===== config.mk =====
export PLATFORM = sky130hd
export DESIGN_NAME = gold_scrambler_gen
export DESIGN_NICKNAME = d
export VERILOG_FILES = /design/src/rtl/gold_scrambler_gen.sv
export SDC_FILE = /design/constraint.sdc
export NUM_CORES = 1
export LEC_CHECK = 0
export CAP_MARGIN = 10
export CORE_MARGIN = 2
export CORE_UTILIZATION = 60
export CTS_BUF_LIST = sky130_fd_sc_hd__clkbuf_4 sky130_fd_sc_hd__clkbuf_8
export CTS_CLUSTER_SIZE = 40
export DETAILED_ROUTE_END_ITERATION = 16
export DONT_BUFFER_PORTS = 1
export GPL_ROUTABILITY_DRIVEN = 0
export PLACE_DENSITY_LB_ADDON = 0.15
export SLEW_MARGIN = 20
export SYNTH_ARGS = -nofsm -noshare
export SYNTH_HDL_FRONTEND = slang
export SYNTH_SLANG_ARGS = --single-unit

===== constraint.sdc =====
create_clock -name i_clk -period 4.9 [get_ports i_clk]
set_clock_uncertainty 0.15 [all_clocks]
set_input_delay 1.47 -clock i_clk [delete_from_list [all_inputs] [get_ports i_clk]]
set_output_delay 1.47 -clock i_clk [all_outputs]
set_load 0.05 [all_outputs]

===== src/rtl/gold_scrambler_gen.sv =====
// gold_scrambler_gen
// Multi-lane Gold-sequence randomizer (CCSDS / DVB-S2 style). Emits LANES
// consecutive 2-bit scrambling symbols R(i) per beat from a runtime-selected
// Gold code index n. Only the x/y 18-bit LFSR state is stepped; no symbol
// data passes through this block.
//
// Ports:
//   i_clk          clock
//   i_reset        synchronous, active-high reset
//   i_start        one-cycle pulse: latch i_gold_n / i_frame_beats, (re)seed
//   i_gold_n       number of x steps applied before the first symbol
//   i_frame_beats  beats per frame, 0 = unbounded (no EOF, no reinit)
//   i_ready        downstream accepts the current beat
//   o_valid        o_r holds a valid beat
//   o_r            lane k at [2k+1:2k] = R(i+k), lane 0 earliest
//   o_sof / o_eof  first / last beat of a frame, qualified by o_valid
//   o_busy         high while seeding or running
//
// Handshake: a beat transfers on a cycle where o_valid && i_ready at the
// rising edge. While o_valid is high and i_ready is low, o_r/o_sof/o_eof are
// held stable. o_valid never drops without a transfer except on i_start or
// reset, which discard the pending beat.
module gold_scrambler_gen #(
  parameter int LANES   = 1,
  parameter int BEATS_W = 16
) (
  input  logic                 i_clk,
  input  logic                 i_reset,
  input  logic                 i_start,
  input  logic [17:0]          i_gold_n,
  input  logic [BEATS_W-1:0]   i_frame_beats,
  input  logic                 i_ready,
  output logic                 o_valid,
  output logic [2*LANES-1:0]   o_r,
  output logic                 o_sof,
  output logic                 o_eof,
  output logic                 o_busy
);

  typedef enum logic [1:0] {
    ST_IDLE = 2'd0,
    ST_SEED = 2'd1,
    ST_RUN  = 2'd2
  } state_e;

  localparam logic [17:0] X_INIT = 18'h00001;
  localparam logic [17:0] Y_INIT = 18'h3FFFF;

  state_e             state_q, state_d;
  logic [17:0]        x_q, x_d;
  logic [17:0]        y_q, y_d;
  logic [17:0]        xs_q, xs_d;
  logic [17:0]        seed_cnt_q, seed_cnt_d;
  logic [BEATS_W-1:0] beat_cnt_q, beat_cnt_d;
  logic [BEATS_W-1:0] frame_beats_q, frame_beats_d;

  // Unrolled LFSR chain: index k is the registered state advanced k steps.
  logic [17:0]        x_lane [LANES+1];
  logic [17:0]        y_lane [LANES+1];
  logic [2*LANES-1:0] r_all;
  logic               run;
  logic               last_beat;
  logic               xfer;

  function automatic logic [17:0] step_x(input logic [17:0] x);
    return {x[7] ^ x[0], x[17:1]};
  endfunction

  function automatic logic [17:0] step_y(input logic [17:0] y);
    return {y[10] ^ y[7] ^ y[5] ^ y[0], y[17:1]};
  endfunction

  function automatic logic [1:0] gold_sym(input logic [17:0] x, input logic [17:0] y);
    logic hi;
    logic lo;
    hi = (x[4] ^ x[6] ^ x[15]) ^
         (y[5] ^ y[6] ^ y[8] ^ y[9] ^ y[10] ^ y[11] ^ y[12] ^ y[13] ^ y[14] ^ y[15]);
    lo = x[0] ^ y[0];
    return {hi, lo};
  endfunction

  always_comb begin
    x_lane[0] = x_q;
    y_lane[0] = y_q;
    r_all     = '0;
    for (int k = 0; k < LANES; k++) begin
      x_lane[k+1]      = step_x(x_lane[k]);
      y_lane[k+1]      = step_y(y_lane[k]);
      r_all[2*k +: 2]  = gold_sym(x_lane[k], y_lane[k]);
    end
  end

  assign run       = (state_q == ST_RUN);
  assign last_beat = (frame_beats_q != '0) &&
                     (beat_cnt_q == frame_beats_q - {{(BEATS_W-1){1'b0}}, 1'b1});
  assign xfer      = run && i_ready;

  assign o_valid = run;
  assign o_r     = run ? r_all : '0;
  assign o_sof   = run && (beat_cnt_q == '0);
  assign o_eof   = run && last_beat;
  assign o_busy  = (state_q != ST_IDLE);

  always_comb begin
    state_d       = state_q;
    x_d           = x_q;
    y_d           = y_q;
    xs_d          = xs_q;
    seed_cnt_d    = seed_cnt_q;
    beat_cnt_d    = beat_cnt_q;
    frame_beats_d = frame_beats_q;

    if (i_start) begin
      // Restart overrides everything, including a same-cycle transfer.
      frame_beats_d = i_frame_beats;
      x_d           = X_INIT;
      y_d           = Y_INIT;
      seed_cnt_d    = i_gold_n;
      state_d       = ST_SEED;
    end else begin
      case (state_q)
        ST_SEED: begin
          if (seed_cnt_q != '0) begin
            x_d        = step_x(x_q);
            seed_cnt_d = seed_cnt_q - 18'd1;
          end else begin
            xs_d       = x_q;
            beat_cnt_d = '0;
            state_d    = ST_RUN;
          end
        end
        ST_RUN: begin
          if (xfer) begin
            if (last_beat) begin
              // Reinit for the next frame so the following beat is R0 again.
              x_d        = xs_q;
              y_d        = Y_INIT;
              beat_cnt_d = '0;
            end else begin
              x_d        = x_lane[LANES];
              y_d        = y_lane[LANES];
              beat_cnt_d = beat_cnt_q + {{(BEATS_W-1){1'b0}}, 1'b1};
            end
          end
        end
        default: ;
      endcase
    end
  end

  always_ff @(posedge i_clk) begin
    if (i_reset) begin
      state_q       <= ST_IDLE;
      x_q           <= X_INIT;
      y_q           <= Y_INIT;
      xs_q          <= X_INIT;
      seed_cnt_q    <= '0;
      beat_cnt_q    <= '0;
      frame_beats_q <= '0;
    end else begin
      state_q       <= state_d;
      x_q           <= x_d;
      y_q           <= y_d;
      xs_q          <= xs_d;
      seed_cnt_q    <= seed_cnt_d;
      beat_cnt_q    <= beat_cnt_d;
      frame_beats_q <= frame_beats_d;
    end
  end

endmodule

### Yosys cells after proc, flatten, opt, wreduce, memory -nomap -nowiden

Cells that the tools add are included.

* register bits after elaboration: 106
* output and inout bits: 6

* $add $sub $neg: 3
* eq/ne operators: 7
* muxes and demuxes: 16
* bitwise operators: 19
* reduce and logical (&&, ||, !) cells: 19

Operators by type and width (number)
* $mux W18: 7
* $mux W16: 3
* $pmux W18 S2: 1
* $pmux W16 S2: 1
* $reduce_bool A18 Y1: 1
* $sub A18 B1 Y18 const B: 1
* $xor A1 B1 Y1: 17
* $add A16 B1 Y16 const B: 1
* $eq A16 B16 Y1: 1
* $logic_not A16 Y1: 1
* $reduce_bool A16 Y1: 1
* $sub A16 B1 Y16 const B: 1
* $reduce_and A2 Y1: 4
* $reduce_bool A2 Y1: 4
* $ne A2 B2 Y1 const B: 3
* $reduce_and A3 Y1: 2
* $logic_and A1 B1 Y1: 4
* $reduce_and A4 Y1: 1
* $mux W1: 3
* $eq A2 B1 Y1 const B: 1
* $eq A2 B2 Y1 const B: 1
* $mux W2: 1
* $ne A2 B1 Y1 const B: 1
* $not A1 Y1: 2
* $reduce_or A2 Y1: 1

### Logic depth before layout (Yosys ltp)

Gate-level depths: netlist of the first run.

* depth after elaboration: 11
* gate-level depth with buffers: 12
* gate-level depth less buffers: 10

### Worst setup path before layout of the first run

Ideal clock, no wire load.

* path kind: flip-flop to output port
* from: reg frame_beats_q[0]
* to: out o_eof
* arrival: 2620 ps
* path slack: 660 ps
* stages on the path, launching flop included: 9
* path buffers: 0
* cell sequence: dfxtp_1 > inv_1 > ha_1 > or4b_1 > or4_4 > o31ai_2 > nand2_1 > nor4b_1 > and3_1

* longest elaborated chain between the ends: 4

Ends and longest elaborated chain
* start: declaration: line 55 `logic [BEATS_W-1:0] frame_beats_q, frame_beats_d;`
* start signal: assignment: line 167 `frame_beats_q <= frame_beats_d;`
* $sub A16 B1 Y16: line 95 `(beat_cnt_q == frame_beats_q - {{(BEATS_W-1){1'b0}}, 1'b1});`
* $eq A16 B16 Y1: line 95
* $logic_and A1 B1 Y1 *: line 94 `assign last_beat = (frame_beats_q != '0) &&`
* $logic_and A1 B1 Y1 *: line 101 `assign o_eof = run && last_beat;`
* end: declaration: line 36 `output logic o_eof,`

Mark *: on every way between the ends. The rest lies on a longest branch, timed or not.

### Worst setup path after layout of the first run

Ends and elaborated chain as after synthesis.

==> results of run 1 <==
-- report_power, final --
group / internal [mW] / total [mW] / switching (mW)
registers: 0.882 / 0.907 / 0.0250
logic: 0.0782 / 0.174 / 0.0953
clock network: 0.254 / 0.566 / 0.312
total: 1.21 / 1.65 / 0.432
-- worst register-to-register path, cell delays in order, from the launching register on --
cell and delay [ns]:
dfxtp_1 0.36, inv_1 0.07, ha_1 0.22, or4b_4 0.53
or4_4 0.44, o31ai_2 0.29, and4bb_1 0.29, and3_4 0.43
mux2_2 0.40, a2bb2oi_2 0.12
-- metrics by stage --
stage | instances | util, % | hold slack [ns] | cell area [µm²] | power (mW)
2_1_floorplan | 645 | - | 0.290 | 5460 | 1.08
3_5_place_dp | 724 | 62.5 | 0.311 | 5480 | 1.10
4_1_cts | 740 | 65.0 | 0.327 | 5690 | 1.66
6_report | 740 | 65.1 | 0.326 | 5710 | 1.65
3_3_place_gp | 724 | 62.5 | 0.306 | 5470 | 1.09
5_1_grt | 740 | 65.1 | 0.365 | 5710 | 1.73
-- path summary, 6_finish.rpt --
kind	to	start	slack, ns	cells after the start
worst max-delay path	o_eof	frame_beats_q[0]	0.28	8
worst min-delay path	x_q[8]	x_q[8]	0.33	2
worst max register to register	x_q[0]	frame_beats_q[0]	1.48	9
worst min register to register	x_q[8]	x_q[8]	0.33	2
-- cells by family after synthesis --
kind of cell    after synthesis  synth area share [%]
simple gates                272                  24.8
xor+xnor                     57                  9.15
buf+inv                      59                  4.91
compound gates               86                  10.0
mux                          58                  10.7
flops                       106                  38.9
fa+ha+maj                     7                  1.61
-- registers in the layout, indices dropped and copies added (netlist names) --
signal	count
seed_cnt_q	18
xs_q	18
frame_beats_q	16
y_q	18
beat_cnt_q	16
x_q	18
state_q	2
-- layout make-up --
| class | count | area, µm² |
|---|---|---|
| multi-input cells | 480 | 3090 |
| fillers | 746 | 3050 |
| flip-flops and latches | 106 | 2120 |
| well taps | 108 | 135 |
| clock buffers | 10 | 131 |
| clock inverters | 6 | 83.8 |
| inverters | 21 | 78.8 |
| repair buffers | 9 | 67.6 |
-- what timing repair did --
| item | 4_1_cts | 5_1_grt |
|---|---|---|
| endpoints found under the setup margin | 0 | 1 |
| hold buffers | 0 | 0 |
| resized for setup | 0 | 3 |
-- cell usage in the layout, fill, tap and decap left out, types with 16 or more instances in the layout --
cell type  instances
xnor2_1           34
nand2_1           60
nor2_1            97
nor4_1            16
o22ai_1           18
dfxtp_1          106
a21oi_1           17
mux2i_1           57
or3_1             19
inv_1             21
o21ai_0           19
xor2_1            23
-- metal layers --
metal / up-vias / share of wire (%) / wire length [µm]
li1: 2203 / - / -
met2: 93 / 49 / 5410
met3: 16 / 4.4 / 491
met5: - / 0 / 0
met1: 2018 / 45 / 5060
met4: 0 / 1.7 / 193
==> metrics.md, run 1 <==
| Metric | Value |
|---|---|
| Site Rows | 34 |
| Crit path largest cell delay | 0.53 ns |
| Clk Latency, worst-skew pair | between 0.3 and 0.4 ns |
| Number of synthesized flops with an enable pin | 0 |
| # H-tree levels | 3 |
| CTS tree | yes |
| Min Tclk post-route | 4.62 ns |
| Total Routing Usage GR | 23.2% |
| First-pass DRT Iterations | 4 |
| CP Capture Type | primary output |
| Vert. Die Dim | a little under 100 µm |
| Slack of the critical path | between 0.2 and 0.3 ns |
| Critical path cell sequence | inv_1, ha_1, or4b_4, or4_4, o31ai_2, nand2_1, nor4b_1, and3_4 |
| Die width | 99.4 µm |
| Postcts setup bufs | 0 |
| Area leader, netlist | dfxtp_1 |
| Setup TNS | 0 ns |
| DRC viols | 0 |
| Via count | 4,330 |
| Final Slew Violations | 0 |
| Clock Pin Slew Worst Setup and Hold Paths | 0.11 ns |
| Status | completed |
| IO Count | 44 |
| Busiest layer in global routing | met2 |
| CTS max path bufs | 2 |
| Ranking of synthesized cells by area | dfxtp_1, mux2i_1, nor2_1, xnor2_1, nand2_1 |
| Post-Syn Instances | 645 |
| WL final | 11,200 µm |
| Core area | 8760 µm² |
| Pwr/cell area | 288 nW/µm² |
| Clock net sink count | 106 |
| Actual slew at the worst max-slew pin | 0.842 ns |
| Met1 usage | roughly 28% |
| Synthesized flop and latch total | approximately 110 |
| # diodes | 0 |
| Post-synth cell types | 60 |
| Worst-path maximum fanout | 6 |
| Via/cell ratio | 5.85 |
| Starting Density | 62.3% |
| Share of layout cells above drive strength 1 | 6.65% |
| Synth Area per Inst | 8.46 µm² |
| # port buffers | 0 |
| Met2 Use GR | 40.4% |
| Sequential area share after synthesis | 38.9% |
| Post-route ant nets | 0 |
| Max cap viols | 0 |
| Vias in the first global route | 4,204 |
| Hold Crit Class | reg -> reg |
| Ys flop type | dfxtp_1 |
| Final Setup Violations | 0 |
| CTS buffer count | 9 |
| Synth top cells by count | dfxtp_1, nor2_1, nand2_1, mux2i_1, xnor2_1 |
| DR iter-0 viols | 126 |
| Root Driver | clkbuf_8 |
| Worst VDD drop | 0.146 mV |
| Pre-CTS WS | around 0.42 ns |
| CP max-delay cell | or4b_4 |
| Ys async rst share | 0% |
| Final Hold Viols | 0 |
| FMAX | 0.216 GHz |
| Syn_nets | 690 |
| Largest net degree at the start of global routing | 59 |
| Crit path kind | reg -> out |
| Required time worst endpoint | between 3 and 4 ns |
| Gr ovfl total | 0 |
| CP delay by family, top | simple AND/OR/NAND/NOR gates |
| Wire length of the first global-routing pass | 18,900 µm |
| DR WL/cell | 15.1 µm |
| Detail Placement HPWL | ~7700 µm |
| M3 GR Usage | under 10% |
| Yosys Warn Count | 0 |
| Slew margin rel. | 43.6% |
| Top cell type's share of synthesized area | 38.9% |
| Crit path buf inv count | 1 |
| CP Launch Type | flip-flop |
| WP data arrival | 3.00 ns |
| RSZ-0062 raised after global routing | no |
| Lkg Pwr | 2.06 nW |
| Die Area | between 9000 and 10,000 µm² |
| Fin crit share | 94.3% |
| Post-Syn Area | between 5000 and 6000 µm² |
| Layout Nets | ~670 |
| Count leader, synth | dfxtp_1 |
| Antenna violations before repair | 0 |
| Area Growth Syn to Fin | 4.66% |
Note: power is estimated with default switching activity, not from simulation.
==> inputs of run 2 (changes only) <==
Settings changed: TNS_END_PERCENT from default to 100.
Clock period 4.9 ns to 4.4 ns, I/O delays scaled along.
==> metrics.md, run 2 (same netlist as run 1, synthesis figures left out) <==
| Metric | Value |
|---|---|
| Status | completed |
| M3 GR Usage | 5.69% |
| Total power | 1.77 mW |
| Commonest non-fill, non-tap cell in the layout | dfxtp_1 |
| CTS buffer count | 9 |
| Fillers | 756 |
| Die Area | 9870 µm² |
| Area Growth Syn to Fin | 5.80% |
| Gr ovfl total | 0 |
| Layout Nets | 680 |
| Via/cell ratio | 5.81 |
| Actual slew at the worst max-slew pin | 0.798 ns |
| Final Hold Viols | 0 |
| Slack of the critical path | 0.124 ns |
| Setup TNS | 0 ns |
| WP data arrival | 2.81 ns |
| CP Launch Type | flip-flop |
| Site Rows | 34 |
| DR WL/cell | between 10 and 15 µm |
| Clk Latency, worst-skew pair | 0.37 ns |
| Met2 Use GR | 40.9% |
| WL final | 11,100 µm |
| Worst Min Path Start | x_q[3] |
| CTS max path bufs | 2 |
| Worst VDD drop | 0.190 mV |
| IO Count | 44 |
| DRC viols | 0 |
| Share of layout cells above drive strength 1 | 8.92% |
| Vias in the first global route | 4,216 |
| Final Slew Violations | 0 |
| Final Setup Violations | 0 |
| R2R setup slack | 0.98 ns |
| Vert. Die Dim | roughly 99 µm |
| CP Capture Type | primary output |
| Clock net sink count | about 110 |
| Clock Pin Slew Worst Setup and Hold Paths | 0.10 ns |
| # port buffers | 0 |
| DR iter-0 viols | about 140 |
| Wire length of the first global-routing pass | 19,200 µm |
| Antenna violations before repair | 0 |
| Crit path kind | reg -> out |
| Commonest cells after routing, fill and taps aside | dfxtp_1, nor2_1, nand2_1, mux2i_1, xnor2_1 |
| R2r endpoint | x_q[0] |
| Required time worst endpoint | a little under 3 ns |
| Core area | 8760 µm² |
| First-pass DRT Iterations | 5 |
| RSZ-0062 raised after global routing | no |
| Worst-path maximum fanout | 5 |
| Pwr/cell area | 307 nW/µm² |
| # diodes | 0 |
| Pre-CTS WS | between 0.2 and 0.3 ns |
| Starting Density | 62.3% |
| Hold Crit Class | reg -> reg |
| CTS tree | yes |
| CP max-delay cell | or4b_4 |
| Detail Placement HPWL | 7610 µm |
| Hold-fix buffers, CTS | 0 |
| Min Tclk post-route | 4.28 ns |
| Met1 usage | 29.2% |
| # H-tree levels | 3 |
| Largest net degree at the start of global routing | 59 |
| Crit path buf inv count | 3 |
| R2R depth | 12 |
| Via count | 4,341 |
| Slew margin rel. | between 40 and 50% |
| Fin crit share | 97.2% |
| Lkg Pwr | 2.10 nW |
| Crit path largest cell delay | approximately 0.48 ns |
| FMAX | 0.234 GHz |
| CP delay by family, top | simple AND/OR/NAND/NOR gates |
| Hold Path Cell Cnt | 2 |
| Max cap viols | 0 |
| Hold Crit Endpoint | x_q[3] |
| Critical path cell sequence | inv_4, ha_4, or4b_4, buf_6, or4_1, o211ai_1, nor2_2, nor4b_2, and3_1, buf_12 |
| Post-route ant nets | 0 |
| Root Driver | clkbuf_8 |
| Die width | approximately 99 µm |
| Busiest layer in global routing | met2 |
| Total Routing Usage GR | between 20% and 30% |
| Worst r2r src | frame_beats_q[0] |
-- run 2: metal layers --
metal | vias to the layer above | wire length [µm] | part of all wire (%)
met5 | - | 0 | 0
li1 | 2216 | - | -
met4 | 0 | 140 | 1.3
met2 | 79 | 5460 | 49
met3 | 13 | 466 | 4.2
met1 | 2033 | 5060 | 45
-- run 2: worst min-delay path: stages (launching register included) --
cell	delay, ns
dfxtp_1	0.34
nand2_1	0.05
o21ai_1	0.05
-- run 2: power breakdown --
group | switching (mW) | internal (mW) | leakage [nW] | total [mW]
logic | 0.114 | 0.0964 | 1.14 | 0.210
clock network | 0.339 | 0.212 | 0.0933 | 0.551
registers | 0.0271 | 0.982 | 0.863 | 1.01
-- run 2: worst max path at each step --
stage / from / to / slack [ns] / cells after the start
floorplan: frame_beats_q[0] / o_eof / 0.31 / 8
global route: frame_beats_q[6] / o_eof / 0.009 / 7
CTS: frame_beats_q[6] / o_eof / 0.01 / 7
global placement: frame_beats_q[0] / o_eof / 0.34 / 9
detailed placement: frame_beats_q[0] / o_eof / 0.25 / 9
finish: frame_beats_q[0] / o_eof / 0.12 / 10
-- run 2: cell type report --
| class | count | area (µm²) | area share (%) |
|---|---|---|---|
| multi-input cells | 480 | 3110 | 53.9 |
| flip-flops and latches | 106 | 2130 | 36.9 |
| repair buffers | 17 | 144 | 2.49 |
| well taps | 108 | 135 | 2.34 |
| clock buffers | 9 | 124 | 2.15 |
| inverters | 21 | 81.3 | 1.41 |
| clock inverters | 6 | 50.0 | 0.867 |
-- run 2: repair_timing --
item	4_1_cts	5_1_grt
resized for setup	7	8
pin swaps	3	6
buffers inserted	0	3
setup endpoints to repair	1	1
-- run 2: per-stage QoR --
step	utilization (%)	cell area, µm²	cells	hold WS, ns
floorplan	-	5460	645	0.290
global placement	63.0	5520	729	0.305
detailed placement	63.0	5520	729	0.310
CTS	65.4	5730	744	0.324
global route	65.9	5770	747	0.360
finish	65.9	5770	747	0.325
